### config.mk
export PLATFORM = sky130hd
export DESIGN_NAME = ahb_apb_bridge_ctrl_flat
export DESIGN_NICKNAME = d
export VERILOG_FILES = /design/src/rtl/ahb_apb_bridge_ctrl_if.sv /design/src/rtl/ahb_apb_bridge_ctrl.sv /design/src/flat_wrapper.sv
export SDC_FILE = /design/constraint.sdc
export NUM_CORES = 1
export LEC_CHECK = 0
export BUFFER_PORTS_ARGS = -buffer_cell sky130_fd_sc_hd__buf_2
export CAP_MARGIN = 40
export CORE_MARGIN = 2
export CORE_UTILIZATION = 46
export CTS_CLUSTER_SIZE = 8
export DETAILED_ROUTE_END_ITERATION = 8
export HOLD_SLACK_MARGIN = 0.08
export PLACE_DENSITY = 0.86
export SETUP_SLACK_MARGIN = 0.5
export SYNTH_ARGS = -nofsm -noshare
export SYNTH_HDL_FRONTEND = slang
export SYNTH_SLANG_ARGS = --single-unit
### constraint.sdc
create_clock -name clock -period 3.9 [get_ports clock]
set_input_delay 0.78 -clock clock [delete_from_list [all_inputs] [get_ports clock]]
set_output_delay 0.78 -clock clock [all_outputs]
set_load 0.005 [all_outputs]
### src/rtl/ahb_apb_bridge_ctrl_if.sv
// ahb_apb_bridge_ctrl_if
// Bundles the AHB slave-side and APB master-side signals of the bridge core.
//   slave  modport : the bridge's view (it is the AHB slave and drives the APB bus)
//   master modport : the environment's view (AHB master plus APB peripherals)
// AHB: htrans, hwrite, hready_in, hsize, haddr, hwdata -> bridge; hrdata, hresp, hready_out <- bridge
// APB: paddr, pwdata, pwrite, psel, penable <- bridge; prdata, pready -> bridge
interface ahb_apb_bridge_ctrl_if #(
    parameter int ADDR_W  = 32,
    parameter int DATA_W  = 32,
    parameter int NUM_SLV = 3
);
    logic [1:0]         htrans;
    logic               hwrite;
    logic               hready_in;
    logic [2:0]         hsize;
    logic [ADDR_W-1:0]  haddr;
    logic [DATA_W-1:0]  hwdata;
    logic [DATA_W-1:0]  hrdata;
    logic [1:0]         hresp;
    logic               hready_out;

    logic [ADDR_W-1:0]  paddr;
    logic [DATA_W-1:0]  pwdata;
    logic               pwrite;
    logic [NUM_SLV-1:0] psel;
    logic               penable;
    logic [DATA_W-1:0]  prdata;
    logic               pready;

    modport slave (
        input  htrans, hwrite, hready_in, hsize, haddr, hwdata, prdata, pready,
        output hrdata, hresp, hready_out, paddr, pwdata, pwrite, psel, penable
    );

    modport master (
        output htrans, hwrite, hready_in, hsize, haddr, hwdata, prdata, pready,
        input  hrdata, hresp, hready_out, paddr, pwdata, pwrite, psel, penable
    );
endinterface

### src/rtl/ahb_apb_bridge_ctrl.sv
// ahb_apb_bridge_ctrl
// Bridge core: takes single AHB transfers, decodes the address onto one of
// NUM_SLV APB slaves and sequences APB SETUP/ENABLE, stalling AHB via hready_out.
// Ports:
//   clock    system clock, posedge
//   hresetn  asynchronous active-low reset
//   bus      ahb_apb_bridge_ctrl_if.slave (AHB slave side + APB master side)
//
// state       | meaning
// ------------+------------------------------------------------------------
// S_IDLE      | no transfer in flight; ready to sample an address phase
// S_RD_SETUP  | APB read SETUP (psel up, penable low)
// S_RD_ENABLE | APB read ENABLE; waits for pready, hrdata = prdata
// S_WR_WAIT   | AHB write data phase; hwdata captured into pwdata
// S_WR_SETUP  | APB write SETUP
// S_WR_ENABLE | APB write ENABLE; waits for pready
module ahb_apb_bridge_ctrl #(
    parameter int                ADDR_W   = 32,
    parameter int                DATA_W   = 32,
    parameter int                NUM_SLV  = 3,
    parameter logic [ADDR_W-1:0] S0_BASE  = 32'h8000_0000,
    parameter logic [ADDR_W-1:0] SLV_SIZE = 32'h0400_0000
) (
    input  logic                 clock,
    input  logic                 hresetn,
    ahb_apb_bridge_ctrl_if.slave bus
);
    localparam int SZ_LOG2 = $clog2(SLV_SIZE);
    localparam int IDX_W   = (NUM_SLV > 1) ? $clog2(NUM_SLV) : 1;
    localparam logic [NUM_SLV-1:0] SEL_ONE = NUM_SLV'(1);

    typedef enum logic [2:0] {
        S_IDLE,
        S_RD_SETUP,
        S_RD_ENABLE,
        S_WR_WAIT,
        S_WR_SETUP,
        S_WR_ENABLE
    } state_t;

    state_t             state_q;
    logic [IDX_W-1:0]   idx_q;
    logic [NUM_SLV-1:0] psel_q;
    logic               penable_q;
    logic               pwrite_q;
    logic [ADDR_W-1:0]  paddr_q;
    logic [DATA_W-1:0]  pwdata_q;

    logic [ADDR_W-1:0]  offset;
    logic [ADDR_W-1:0]  slot;
    logic [IDX_W-1:0]   idx_d;
    logic               in_range;
    logic               valid;
    logic               in_enable;
    logic               hready;
    logic               unused_hsize;

    // SLV_SIZE is a power of two, so the slot number is a plain shift
    assign offset    = bus.haddr - S0_BASE;
    assign slot      = offset >> SZ_LOG2;
    assign in_range  = (bus.haddr >= S0_BASE) && (slot < ADDR_W'(NUM_SLV));
    assign idx_d     = slot[IDX_W-1:0];
    assign valid     = bus.hready_in && bus.htrans[1] && in_range;
    assign in_enable = (state_q == S_RD_ENABLE) || (state_q == S_WR_ENABLE);
    assign hready    = (state_q == S_IDLE) || (in_enable && bus.pready);

    assign bus.hready_out = hready;
    assign bus.hrdata     = bus.prdata;
    assign bus.hresp      = 2'b00;
    assign bus.paddr      = paddr_q;
    assign bus.pwdata     = pwdata_q;
    assign bus.pwrite     = pwrite_q;
    assign bus.psel       = psel_q;
    assign bus.penable    = penable_q;

    assign unused_hsize = ^bus.hsize;

    always_ff @(posedge clock or negedge hresetn) begin
        if (!hresetn) begin
            state_q   <= S_IDLE;
            idx_q     <= '0;
            psel_q    <= '0;
            penable_q <= 1'b0;
            pwrite_q  <= 1'b0;
            paddr_q   <= '0;
            pwdata_q  <= '0;
        end else begin
            case (state_q)
                // IDLE and a completing ENABLE share the address-phase sampling,
                // which is what gives back-to-back transfers without a gap
                S_IDLE, S_RD_ENABLE, S_WR_ENABLE: begin
                    if (hready) begin
                        psel_q    <= '0;
                        penable_q <= 1'b0;
                        state_q   <= S_IDLE;
                        if (valid) begin
                            idx_q    <= idx_d;
                            paddr_q  <= bus.haddr;
                            pwrite_q <= bus.hwrite;
                            if (bus.hwrite) begin
                                state_q <= S_WR_WAIT;
                            end else begin
                                state_q <= S_RD_SETUP;
                                psel_q  <= SEL_ONE << idx_d;
                            end
                        end
                    end
                end
                S_WR_WAIT: begin
                    pwdata_q <= bus.hwdata;
                    psel_q   <= SEL_ONE << idx_q;
                    state_q  <= S_WR_SETUP;
                end
                S_RD_SETUP: begin
                    penable_q <= 1'b1;
                    state_q   <= S_RD_ENABLE;
                end
                S_WR_SETUP: begin
                    penable_q <= 1'b1;
                    state_q   <= S_WR_ENABLE;
                end
                default: begin
                    psel_q    <= '0;
                    penable_q <= 1'b0;
                    state_q   <= S_IDLE;
                end
            endcase
        end
    end
endmodule

### src/flat_wrapper.sv
// flat-port wrapper written by rule: the top's interface ports become plain ports
module ahb_apb_bridge_ctrl_flat 
#(
    parameter int                ADDR_W   = 32,
    parameter int                DATA_W   = 32,
    parameter int                NUM_SLV  = 3,
    parameter logic [ADDR_W-1:0] S0_BASE  = 32'h8000_0000,
    parameter logic [ADDR_W-1:0] SLV_SIZE = 32'h0400_0000
)
  (clock, hresetn, bus_htrans, bus_hwrite, bus_hready_in, bus_hsize, bus_haddr, bus_hwdata, bus_prdata, bus_pready, bus_hrdata, bus_hresp, bus_hready_out, bus_paddr, bus_pwdata, bus_pwrite, bus_psel, bus_penable);
  ahb_apb_bridge_ctrl_if #(.ADDR_W(ADDR_W), .DATA_W(DATA_W), .NUM_SLV(NUM_SLV)) bus_i ();
  input  logic clock;
  input  logic hresetn;
  input wire logic [$bits(bus_i.htrans)-1:0] bus_htrans;
  input wire logic [$bits(bus_i.hwrite)-1:0] bus_hwrite;
  input wire logic [$bits(bus_i.hready_in)-1:0] bus_hready_in;
  input wire logic [$bits(bus_i.hsize)-1:0] bus_hsize;
  input wire logic [$bits(bus_i.haddr)-1:0] bus_haddr;
  input wire logic [$bits(bus_i.hwdata)-1:0] bus_hwdata;
  input wire logic [$bits(bus_i.prdata)-1:0] bus_prdata;
  input wire logic [$bits(bus_i.pready)-1:0] bus_pready;
  output wire logic [$bits(bus_i.hrdata)-1:0] bus_hrdata;
  output wire logic [$bits(bus_i.hresp)-1:0] bus_hresp;
  output wire logic [$bits(bus_i.hready_out)-1:0] bus_hready_out;
  output wire logic [$bits(bus_i.paddr)-1:0] bus_paddr;
  output wire logic [$bits(bus_i.pwdata)-1:0] bus_pwdata;
  output wire logic [$bits(bus_i.pwrite)-1:0] bus_pwrite;
  output wire logic [$bits(bus_i.psel)-1:0] bus_psel;
  output wire logic [$bits(bus_i.penable)-1:0] bus_penable;
  assign bus_i.htrans = bus_htrans;
  assign bus_i.hwrite = bus_hwrite;
  assign bus_i.hready_in = bus_hready_in;
  assign bus_i.hsize = bus_hsize;
  assign bus_i.haddr = bus_haddr;
  assign bus_i.hwdata = bus_hwdata;
  assign bus_i.prdata = bus_prdata;
  assign bus_i.pready = bus_pready;
  assign bus_hrdata = bus_i.hrdata;
  assign bus_hresp = bus_i.hresp;
  assign bus_hready_out = bus_i.hready_out;
  assign bus_paddr = bus_i.paddr;
  assign bus_pwdata = bus_i.pwdata;
  assign bus_pwrite = bus_i.pwrite;
  assign bus_psel = bus_i.psel;
  assign bus_penable = bus_i.penable;
  ahb_apb_bridge_ctrl #(.ADDR_W(ADDR_W), .DATA_W(DATA_W), .NUM_SLV(NUM_SLV), .S0_BASE(S0_BASE), .SLV_SIZE(SLV_SIZE)) u_core (.clock(clock), .hresetn(hresetn), .bus(bus_i));
endmodule
# ---- Yosys cells after proc, flatten, opt, wreduce, memory -nomap -nowiden
# Index checks and enable logic that the tools add are counted.
# Widths: inputs -> output; s select.
dict set report totals {
  regBits 74
  latchBits 0
  ram_bits 0
  mem_bits_ro 0
  out_inout_bits 104
  word_cells 42
  n_memories 0
}
dict set report classes {
  add_sub_neg 1
  n_mul 0
  n_div 0
  order_cmp 2
  eq_ne 6
  shift 2
  n_mux 10
  bitwise 2
  reduce_logical 12
}
# op count
set ops {}
lappend ops {{$ge 32x32->1 const B} 1}
lappend ops {{$sub 32x32->32 const B} 1}
lappend ops {{$mux 3} 5}
lappend ops {{$pmux 3 s4} 1}
lappend ops {{$pmux 3 s3} 1}
lappend ops {{$eq 3x2->1 const B} 2}
lappend ops {{$eq 3x3->1 const B} 2}
lappend ops {{$lt 6x2->1 const B} 1}
lappend ops {{$shl 1x2->3 const A} 2}
lappend ops {{$logic_and 1x1->1} 4}
lappend ops {{$reduce_and 2->1} 2}
lappend ops {{$eq 3x1->1 const B} 1}
lappend ops {{$logic_not 3->1} 1}
lappend ops {{$pmux 1 s3} 1}
lappend ops {{$reduce_and 3->1} 1}
lappend ops {{$reduce_or 3->1} 1}
lappend ops {{$logic_or 1x1->1} 2}
lappend ops {{$mux 2} 1}
lappend ops {{$ne 2x2->1 const B} 1}
lappend ops {{$not 1->1} 2}
lappend ops {{$reduce_or 2->1} 1}
lappend ops {{$mux 1} 1}

# ---- Longest topological paths before layout
# Gate-level depths: netlist of the first run.
dict set report logic_depth {
  ltp_word 7
  ltp_mapped 7
  mapped_depth_nobuf 4
}

# ---- Least setup slack after synthesis of the first run
# Ideal clock, no wire load.
dict set report synth_timing {
  path_type {in2reg}
  from {input port bus_haddr[30]}
  to {register u_core.paddr_q[0] (netlist: u_core.bus.paddr[0])}
  setup_ns 0.125
  arrival_ns 1.898
  t_required_ns 3.775
  slack_ns 1.877
  stages 6
  n_path_buf 2
  path_cell_list {nor4b_2 o2111a_1 buf_6 nand2_4 buf_8 mux2_4}
}
dict set report synth_via {
  elab_chain_cells 5
  elab_cells_between_ends 6
  classes_between {add/sub: 1; order compare: 2; reduce/logical: 3}
}
# item line_no
set synth_lines {}
lappend synth_lines {{start, declared} flat_wrapper.sv:18} ;# input wire logic [$bits(bus_i.haddr)-1:0] bus_haddr;
lappend synth_lines {{$sub 32x32->32} ahb_apb_bridge_ctrl.sv:59} ;# assign offset = bus.haddr - S0_BASE;
lappend synth_lines {{$lt 6x2->1} ahb_apb_bridge_ctrl.sv:61} ;# assign in_range = (bus.haddr >= S0_BASE) && (slot < ADDR_W'(NUM_SLV));
lappend synth_lines {{$logic_and 1x1->1 *} ahb_apb_bridge_ctrl.sv:61}
lappend synth_lines {{$logic_and 1x1->1 *} ahb_apb_bridge_ctrl.sv:63} ;# assign valid = bus.hready_in && bus.htrans[1] && in_range;
lappend synth_lines {{$reduce_and 3->1 (no source line) *} --}
lappend synth_lines {{end signal, assigned} ahb_apb_bridge_ctrl.sv:98} ;# paddr_q <= bus.haddr;
lappend synth_lines {{end, declared} ahb_apb_bridge_ctrl.sv:46} ;# logic [ADDR_W-1:0] paddr_q;
# Mark *: on every way between the ends. The rest lies on a longest branch, timed or not.
# A chain may end at the register's enable or synchronous reset.

# ---- Worst setup path in the final report of the first run
dict set report layout_timing {
  from {register u_core.state_q[2]}
  to {output port bus_hready_out}
}
dict set report layout_via {
  elab_chain_cells 4
  elab_cells_between_ends 6
  classes_between {eq/ne: 2; reduce/logical: 4}
}
# item line_no
set layout_lines {}
lappend layout_lines {{start, declared} ahb_apb_bridge_ctrl.sv:41} ;# state_t state_q;
lappend layout_lines {{start signal, assigned} ahb_apb_bridge_ctrl.sv:80} ;# state_q <= S_IDLE;
lappend layout_lines {{start signal, assigned} ahb_apb_bridge_ctrl.sv:95} ;# state_q <= S_IDLE;
lappend layout_lines {{start signal, assigned} ahb_apb_bridge_ctrl.sv:101} ;# state_q <= S_WR_WAIT;
lappend layout_lines {{$eq 3x2->1 or $eq 3x3->1 (tied branches)} ahb_apb_bridge_ctrl.sv:64} ;# assign in_enable = (state_q == S_RD_ENABLE) || (state_q == S_WR_ENABLE);
lappend layout_lines {{$logic_or 1x1->1} ahb_apb_bridge_ctrl.sv:64}
lappend layout_lines {{$logic_and 1x1->1} ahb_apb_bridge_ctrl.sv:65} ;# assign hready = (state_q == S_IDLE) || (in_enable && bus.pready);
lappend layout_lines {{$logic_or 1x1->1 *} ahb_apb_bridge_ctrl.sv:65}
lappend layout_lines {{end, declared} flat_wrapper.sv:24} ;# output wire logic [$bits(bus_i.hready_out)-1:0] bus_hready_out;
# Marks and branches as above.

==> results of run 1 <==
synthesized netlist by cell type, drive strengths merged:
| master | n | area [µm²] |
|---|---|---|
| buf | 44 | 346.6 |
| dfrtp | 72 | 1802 |
| o2111a | 1 | 11.26 |
| o22ai | 1 | 6.260 |
| nand2b | 2 | 12.51 |
| nand4b | 1 | 8.760 |
| nand3b | 1 | 11.26 |
| a31oi | 2 | 12.51 |
| conb | 1 | 3.750 |
| a21boi | 1 | 7.510 |
| o31ai | 1 | 21.27 |
| and2 | 4 | 25.03 |
| o21ai | 1 | 5.000 |
| a21oi | 7 | 35.03 |
| inv | 2 | 7.510 |
| nor3b | 2 | 15.01 |
| nand3 | 1 | 5.000 |
| o32ai | 1 | 8.760 |
| a221oi | 1 | 15.01 |
| mux2 | 61 | 784.5 |
| nor3 | 2 | 10.01 |
| nor2b | 2 | 12.51 |
| nor4b | 2 | 23.77 |
| nor2 | 9 | 33.78 |
| and3b | 1 | 8.760 |
| nand2 | 5 | 26.27 |
worst min path at each step:
| stage | startpoint | end | slack [ns] | cells past startpoint |
|---|---|---|---|---|
| 2_1_floorplan | u_core.bus.paddr[31] | u_core.bus.paddr[31] | 0.46 | 1 |
| 3_3_place_gp | u_core.bus.paddr[31] | u_core.bus.paddr[31] | 0.45 | 1 |
| 3_5_place_dp | u_core.bus.paddr[31] | u_core.bus.paddr[31] | 0.46 | 1 |
| 4_1_cts | hresetn | u_core.bus.pwdata[25] | 0.39 | 1 |
| 5_1_grt | hresetn | u_core.bus.pwdata[25] | 0.40 | 1 |
| 6_report | hresetn | u_core.bus.pwdata[25] | 0.38 | 1 |
worst register-to-register path: stages (launching register included):
cell,delay [ns]
dfrtp_1,0.55
and3b_1,0.27
o2111a_1,0.35
nand2_4,0.49
mux2_2,0.41
final cells by class:
cell class / instances / area share (%)
clock inverters: 5 / 2.000
repair buffers: 141 / 18.62
flip-flops and latches: 72 / 45.00
well taps: 96 / 3.000
multi-input cells: 111 / 27.66
inverters: 2 / 0.1875
clock buffers: 11 / 3.531
per-layer routing:
metal | track usage (%) | up-vias | part of all wire, %
met2 | 28.50 | 97 | 51
met3 | 4.524 | 18 | 8.3
met1 | 19.90 | 1012 | 39
li1 | - | 968 | -
met4 | 7.300 | 0 | 1.3
met5 | 0 | - | 0
power by group:
group	internal, mW	total [mW]	switching (mW)
registers	1.06	1.25	0.192
logic	0.579	0.931	0.352
clock network	0.377	0.642	0.265
total	2.02	2.83	0.810
sequential cells by signal (all words and copies together), names as in the netlist:
name and flops:
u_core.bus.paddr 32, u_core.bus.pwdata 32, u_core.bus.psel 3, u_core.state_q 3, u_core.bus.penable 1, u_core.bus.pwrite 1
kinds of logic (layout without fill, tap and decap cells):
| logic type | after synthesis | after routing | share of synthesized area (%) |
|---|---|---|---|
| muxes | 61 | 61 | 24.07 |
| AOI/OAI and AO/OA | 16 | 16 | 3.762 |
| buffers and inverters | 46 | 159 | 10.86 |
| DFF | 72 | 72 | 55.28 |
| other | 1 | 2 | 0.1151 |
| and+or+nand+nor | 32 | 32 | 5.911 |
through the flow:
stage / std cells / utilization, % / setup slack (ns)
after floorplan: 229 / - / 1.877
after global placement: 420 / 54.67 / 1.429
after detailed placement: 422 / 55.37 / 1.384
after CTS: 438 / 58.61 / 1.612
after global routing: 438 / 58.61 / 1.524
final: 438 / 58.61 / 1.620
==> metrics, run 1 <==
Yosys cell types 33; register area 1802 µm²; Mapped Area 3259 µm²; max-cap viol count 0; r2r setup slk 1.72 ns; first-pass GRT wire length 9970 µm; fin. max-slew vios 0; CP Capture Type primary output; Avg Inst Size Synth 14.30 µm²; CTS max path bufs 2; run status finished clean; initial DRC count 116; Pwr Total 2.828 mW; RSZ-0062 raised after global routing false; insertion delay to the later sink of the worst-skew pair 0.33 ns; clock skew 0.01109 ns; TNS Setup 0 ns; Setup-failing EPs final 0; die width 88.18 µm; Critical Path, Cell by Cell nand4b_1, o31ai_4, buf_2; Vias/cell 4.783; Worst path slowest cell dfrtp_1; Num CTS Buffers 9; die area 7775 µm²; Worst Path Arrival 1.50 ns; clock root buffer clkbuf_8; critical path depth in cells 3; RR Startpoint u_core.state_q[2]; pwr dens 706.2 nW/µm²; Pre-antenna DRT Iters 4; Critical Path Max Stage Delay 0.63 ns; flops & latches, synth 72; Vias 2,095; family with the most delay on the worst path flip-flops; Clk pin slew, worst setup/hold paths 0.08 ns; P&R area growth vs syn 22.84%; WP data required 3.12 ns; Total Wirelength 6473 µm; dpl cell area 3782 µm²; post-route minimum period 2.280 ns; worst setup path endpoint bus_hready_out; initial antenna violation count 0; GRT Total Usage 16.74%; worst path bufs/invs 1; H-Tree Depth 3; maximum clock frequency 0.4385 GHz; largest net degree at the start of global routing 40; P_leak 2.149 nW; DRC violation count after routing 0; chip height 88.18 µm; Worst Reg-to-Reg Cells 4; GP Congestion 0.7908; startpoint types flip-flop; Core Footprint 6832 µm²; aggregate global routing overflow 0; WHS 0.3840 ns; Layout Nets 443; sequential share of the synthesized area 55.28%; initial core utilization 47.71%; Routed wire per std cell 14.78 µm; # IOs 210; RR Endpoint u_core.bus.paddr[17]; worst-path maximum fanout 13; HPWL Detailed 4779 µm; CTS tree yes; cts repair resizes 0; Routed Antenna Nets 0; PortBufs 139; Crit Path Class reg2out; post-CTS setup buffer count 0; synth warn 0; n_diodes 0; hold_buf cts 0; Fillers 570; footprint of the multi-input gates 1107 µm²; clk sinks 72; final cycle utilization of the critical path 58.47%; commonest non-fill, non-tap cell in the layout buf_2; worst rel slew slack 62.26%; row cnt 30; share of layout cells above drive strength 1 64.91%; vias in the first global route 2,140; highest-count cells in the layout ignoring fill and taps buf_2, dfrtp_1, mux2_2; post-route cell area 4004 µm²; crit path from u_core.state_q[2]; HP Class in2async; maximum VDD drop 333.9 µV; final hold violation count 0; synthesized netlist cell count 228; Worst-Margin Slew 0.5656 ns
Power figures use the tool's default switching activity.
==> run 2: changes to the inputs <==
--- a/config.mk
+++ b/config.mk
@@ -8,11 +8,11 @@
 export BUFFER_PORTS_ARGS = -buffer_cell sky130_fd_sc_hd__buf_2
 export CAP_MARGIN = 40
 export CORE_MARGIN = 2
-export CORE_UTILIZATION = 46
+export CORE_UTILIZATION = 42
 export CTS_CLUSTER_SIZE = 8
 export DETAILED_ROUTE_END_ITERATION = 8
 export HOLD_SLACK_MARGIN = 0.08
-export PLACE_DENSITY = 0.86
+export PLACE_DENSITY = 0.8
 export SETUP_SLACK_MARGIN = 0.5
 export SYNTH_ARGS = -nofsm -noshare
 export SYNTH_HDL_FRONTEND = slang
==> constraint.sdc (replaced) <==
create_clock -name clock -period 2.2 [get_ports clock]
set_input_delay 0.44 -clock clock [delete_from_list [all_inputs] [get_ports clock]]
set_output_delay 0.44 -clock clock [all_outputs]
set_load 0.005 [all_outputs]
==> metrics, run 2 (synthesis gave the netlist of run 1 again) <==
GRT Total Usage 15.56% (was 16.74%); final hold violation count 0 (unchanged); fin. max-slew vios 0 (unchanged); Total Wirelength 7147 µm (was 6473 µm); Hold Path Origin bus_hwdata[23]; maximum VDD drop 541.3 µV (was 333.9 µV); DP Cell Count 431 (was 422); pre-CTS setup slack 0.3475 ns (was 1.384 ns); P_leak 2.306 nW (was 2.149 nW); Worst Reg-to-Reg Cells 7 (was 4); Worst path slowest cell dfrtp_2 (was dfrtp_1); largest net degree at the start of global routing 41 (was 40); # IOs 210 (unchanged); CTS max path bufs 2 (unchanged); Critical Path Max Stage Delay 0.45 ns (was 0.63 ns); sequential share of power 42.5% (was 44.3%); startpoint types flip-flop (unchanged); Routed Antenna Nets 0 (unchanged); clock root buffer clkbuf_8 (unchanged); chip height 92.10 µm (was 88.18 µm); maximum clock frequency 0.5815 GHz; n_diodes 0 (unchanged); pwr dens 1215 nW/µm² (was 706.2 nW/µm²); CP Capture Type primary output (unchanged); P&R area growth vs syn 30.52% (was 22.84%); final worst slack 0.4803 ns (was 1.620 ns); RR Endpoint u_core.bus.paddr[24] (was u_core.bus.paddr[17]); final std cells w/o fill 459 (was 438); hold path endpoint u_core.bus.pwdata[23]; max-cap viol count 0 (unchanged); insertion delay to the later sink of the worst-skew pair 0.33 ns (about the same); Pre-antenna DRT Iters 4 (unchanged); Setup-failing EPs final 0 (unchanged); HP Class in2reg (was in2async); H-Tree Depth 3 (unchanged); worst-path maximum fanout 5 (was 13); final cycle utilization of the critical path 78.17%; Critical Path, Cell by Cell buf_6, o31ai_4, buf_2 (was nand4b_1, o31ai_4, buf_2); Routed wire per std cell 15.57 µm (was 14.78 µm); DRC violation count after routing 0 (unchanged); clock skew 0.005296 ns (was 0.01109 ns); HPWL Detailed 4852 µm (was 4779 µm); commonest non-fill, non-tap cell in the layout buf_2 (unchanged); Core Footprint 7607 µm² (was 6832 µm²); aggregate global routing overflow 0 (unchanged); Logic pwr share 35.7% (was 32.9%); die width 92.10 µm (was 88.18 µm); initial DRC count 38 (was 116); row cnt 32 (was 30); Vias 2,187 (was 2,095); RR Startpoint u_core.state_q[2] (unchanged); hold depth 2; CTS tree yes (unchanged); r2r setup slk 0.52 ns (was 1.72 ns); Layout Nets 459 (was 443); RSZ-0062 raised after global routing true (was false); vias in the first global route 2,223 (was 2,140); Num CTS Buffers 9 (unchanged); die area 8481 µm² (was 7775 µm²); Worst Path Arrival 1.28 ns (was 1.50 ns); first-pass GRT wire length 10,270 µm (was 9970 µm); Int Pwr 3.696 mW (was 2.018 mW); switching power total 1.471 mW (was 0.8095 mW); initial antenna violation count 0 (unchanged); Clk pin slew, worst setup/hold paths 0.08 ns (about the same); run status finished clean (unchanged); post-route minimum period 1.720 ns; Crit Path Class reg2out (unchanged); WP data required 1.76 ns (was 3.12 ns); clk sinks 72 (unchanged); GP Congestion 0.7706 (was 0.7908); PortBufs 139 (unchanged); highest-count cells in the layout ignoring fill and taps buf_2, dfrtp_1, mux2_2 (unchanged); initial core utilization 42.85% (was 47.71%); TNS Setup 0 ns (unchanged); share of layout cells above drive strength 1 67.79% (was 64.91%); Clk network pwr share 21.8% (was 22.7%); Vias/cell 4.765 (was 4.783); Sw Share 28.47% (was 28.63%)
## run 2: cell types whose count changed in the layout (fill, tap and decap cells not counted), sizes merged
cell,change
buf,+12
clkbuf,+2
clkinv,+1
clkinvlp,-1
dlygate4sd3,+1
## run 2: cell type report
cell class	count	area [µm²]
fillers	673	3353
flip-flops and latches	72	1805
multi-input cells	111	1134
repair buffers	157	960.9
clock buffers	10	137.6
well taps	102	127.6
clock inverters	5	81.33
inverters	2	7.507
## run 2: power groups by stage
stage | registers [mW] | logic (mW) | clock network [mW]
3_5_place_dp | 2.22 | 1.70 | 0
4_1_cts | 2.20 | 1.83 | 1.16
3_3_place_gp | 2.19 | 1.64 | 0
2_1_floorplan | 2.23 | 0.942 | 0
5_1_grt | 2.26 | 2.00 | 1.22
6_report | 2.20 | 1.84 | 1.13
## run 2: repair_timing
action / in CTS / in global routing
hold buffers: 1 / 0
cloned: 1 / 3
endpoints found under the hold margin: 32 / 0
pin swaps: 1 / 1
buffers inserted: 7 / 1
resized for setup: 7 / 5
setup endpoints to repair: 54 / 30
## run 2: worst max path at each step
stage | from | to | slack [ns] | depth (start not counted)
finish | u_core.state_q[0] | bus_hready_out | 0.48 | 3
global route | u_core.state_q[0] | bus_hready_out | 0.45 | 3
floorplan | bus_haddr[30] | u_core.bus.paddr[0] | 0.52 | 6
global placement | u_core.state_q[0] | u_core.bus.paddr[17] | 0.41 | 5
detailed placement | bus_haddr[30] | u_core.bus.paddr[5] | 0.35 | 6
CTS | u_core.state_q[1] | bus_hready_out | 0.42 | 3
## run 2: stage by stage
stage                     utilization (%)  hold WS (ns)  area (µm²)  total power, mW
after floorplan                         -        0.1444        3263            3.172
after global placement              49.92        0.4604        3797            3.827
after detailed placement            50.18        0.4035        3817            3.926
after CTS                           54.57        0.3191        4151            5.187
after global routing                55.92        0.3186        4254            5.479
final                               55.92        0.3340        4254            5.168
## run 2: worst max-delay path: cells and delay by family (launching register included)
kind	cells	cell delay [ns]
flip-flops	1	0.45
buffers and inverters	2	0.28
AO/OA/AOI/OAI	1	0.23
## run 2: per-layer routing
layer / vias to the layer above / track usage, % / wire (µm)
met1: 1077 / 16.73 / 2764
met3: 8 / 5.670 / 614
li1: 997 / - / -
met5: - / 0 / 0
met2: 105 / 28.37 / 3715
met4: 0 / 4.851 / 52
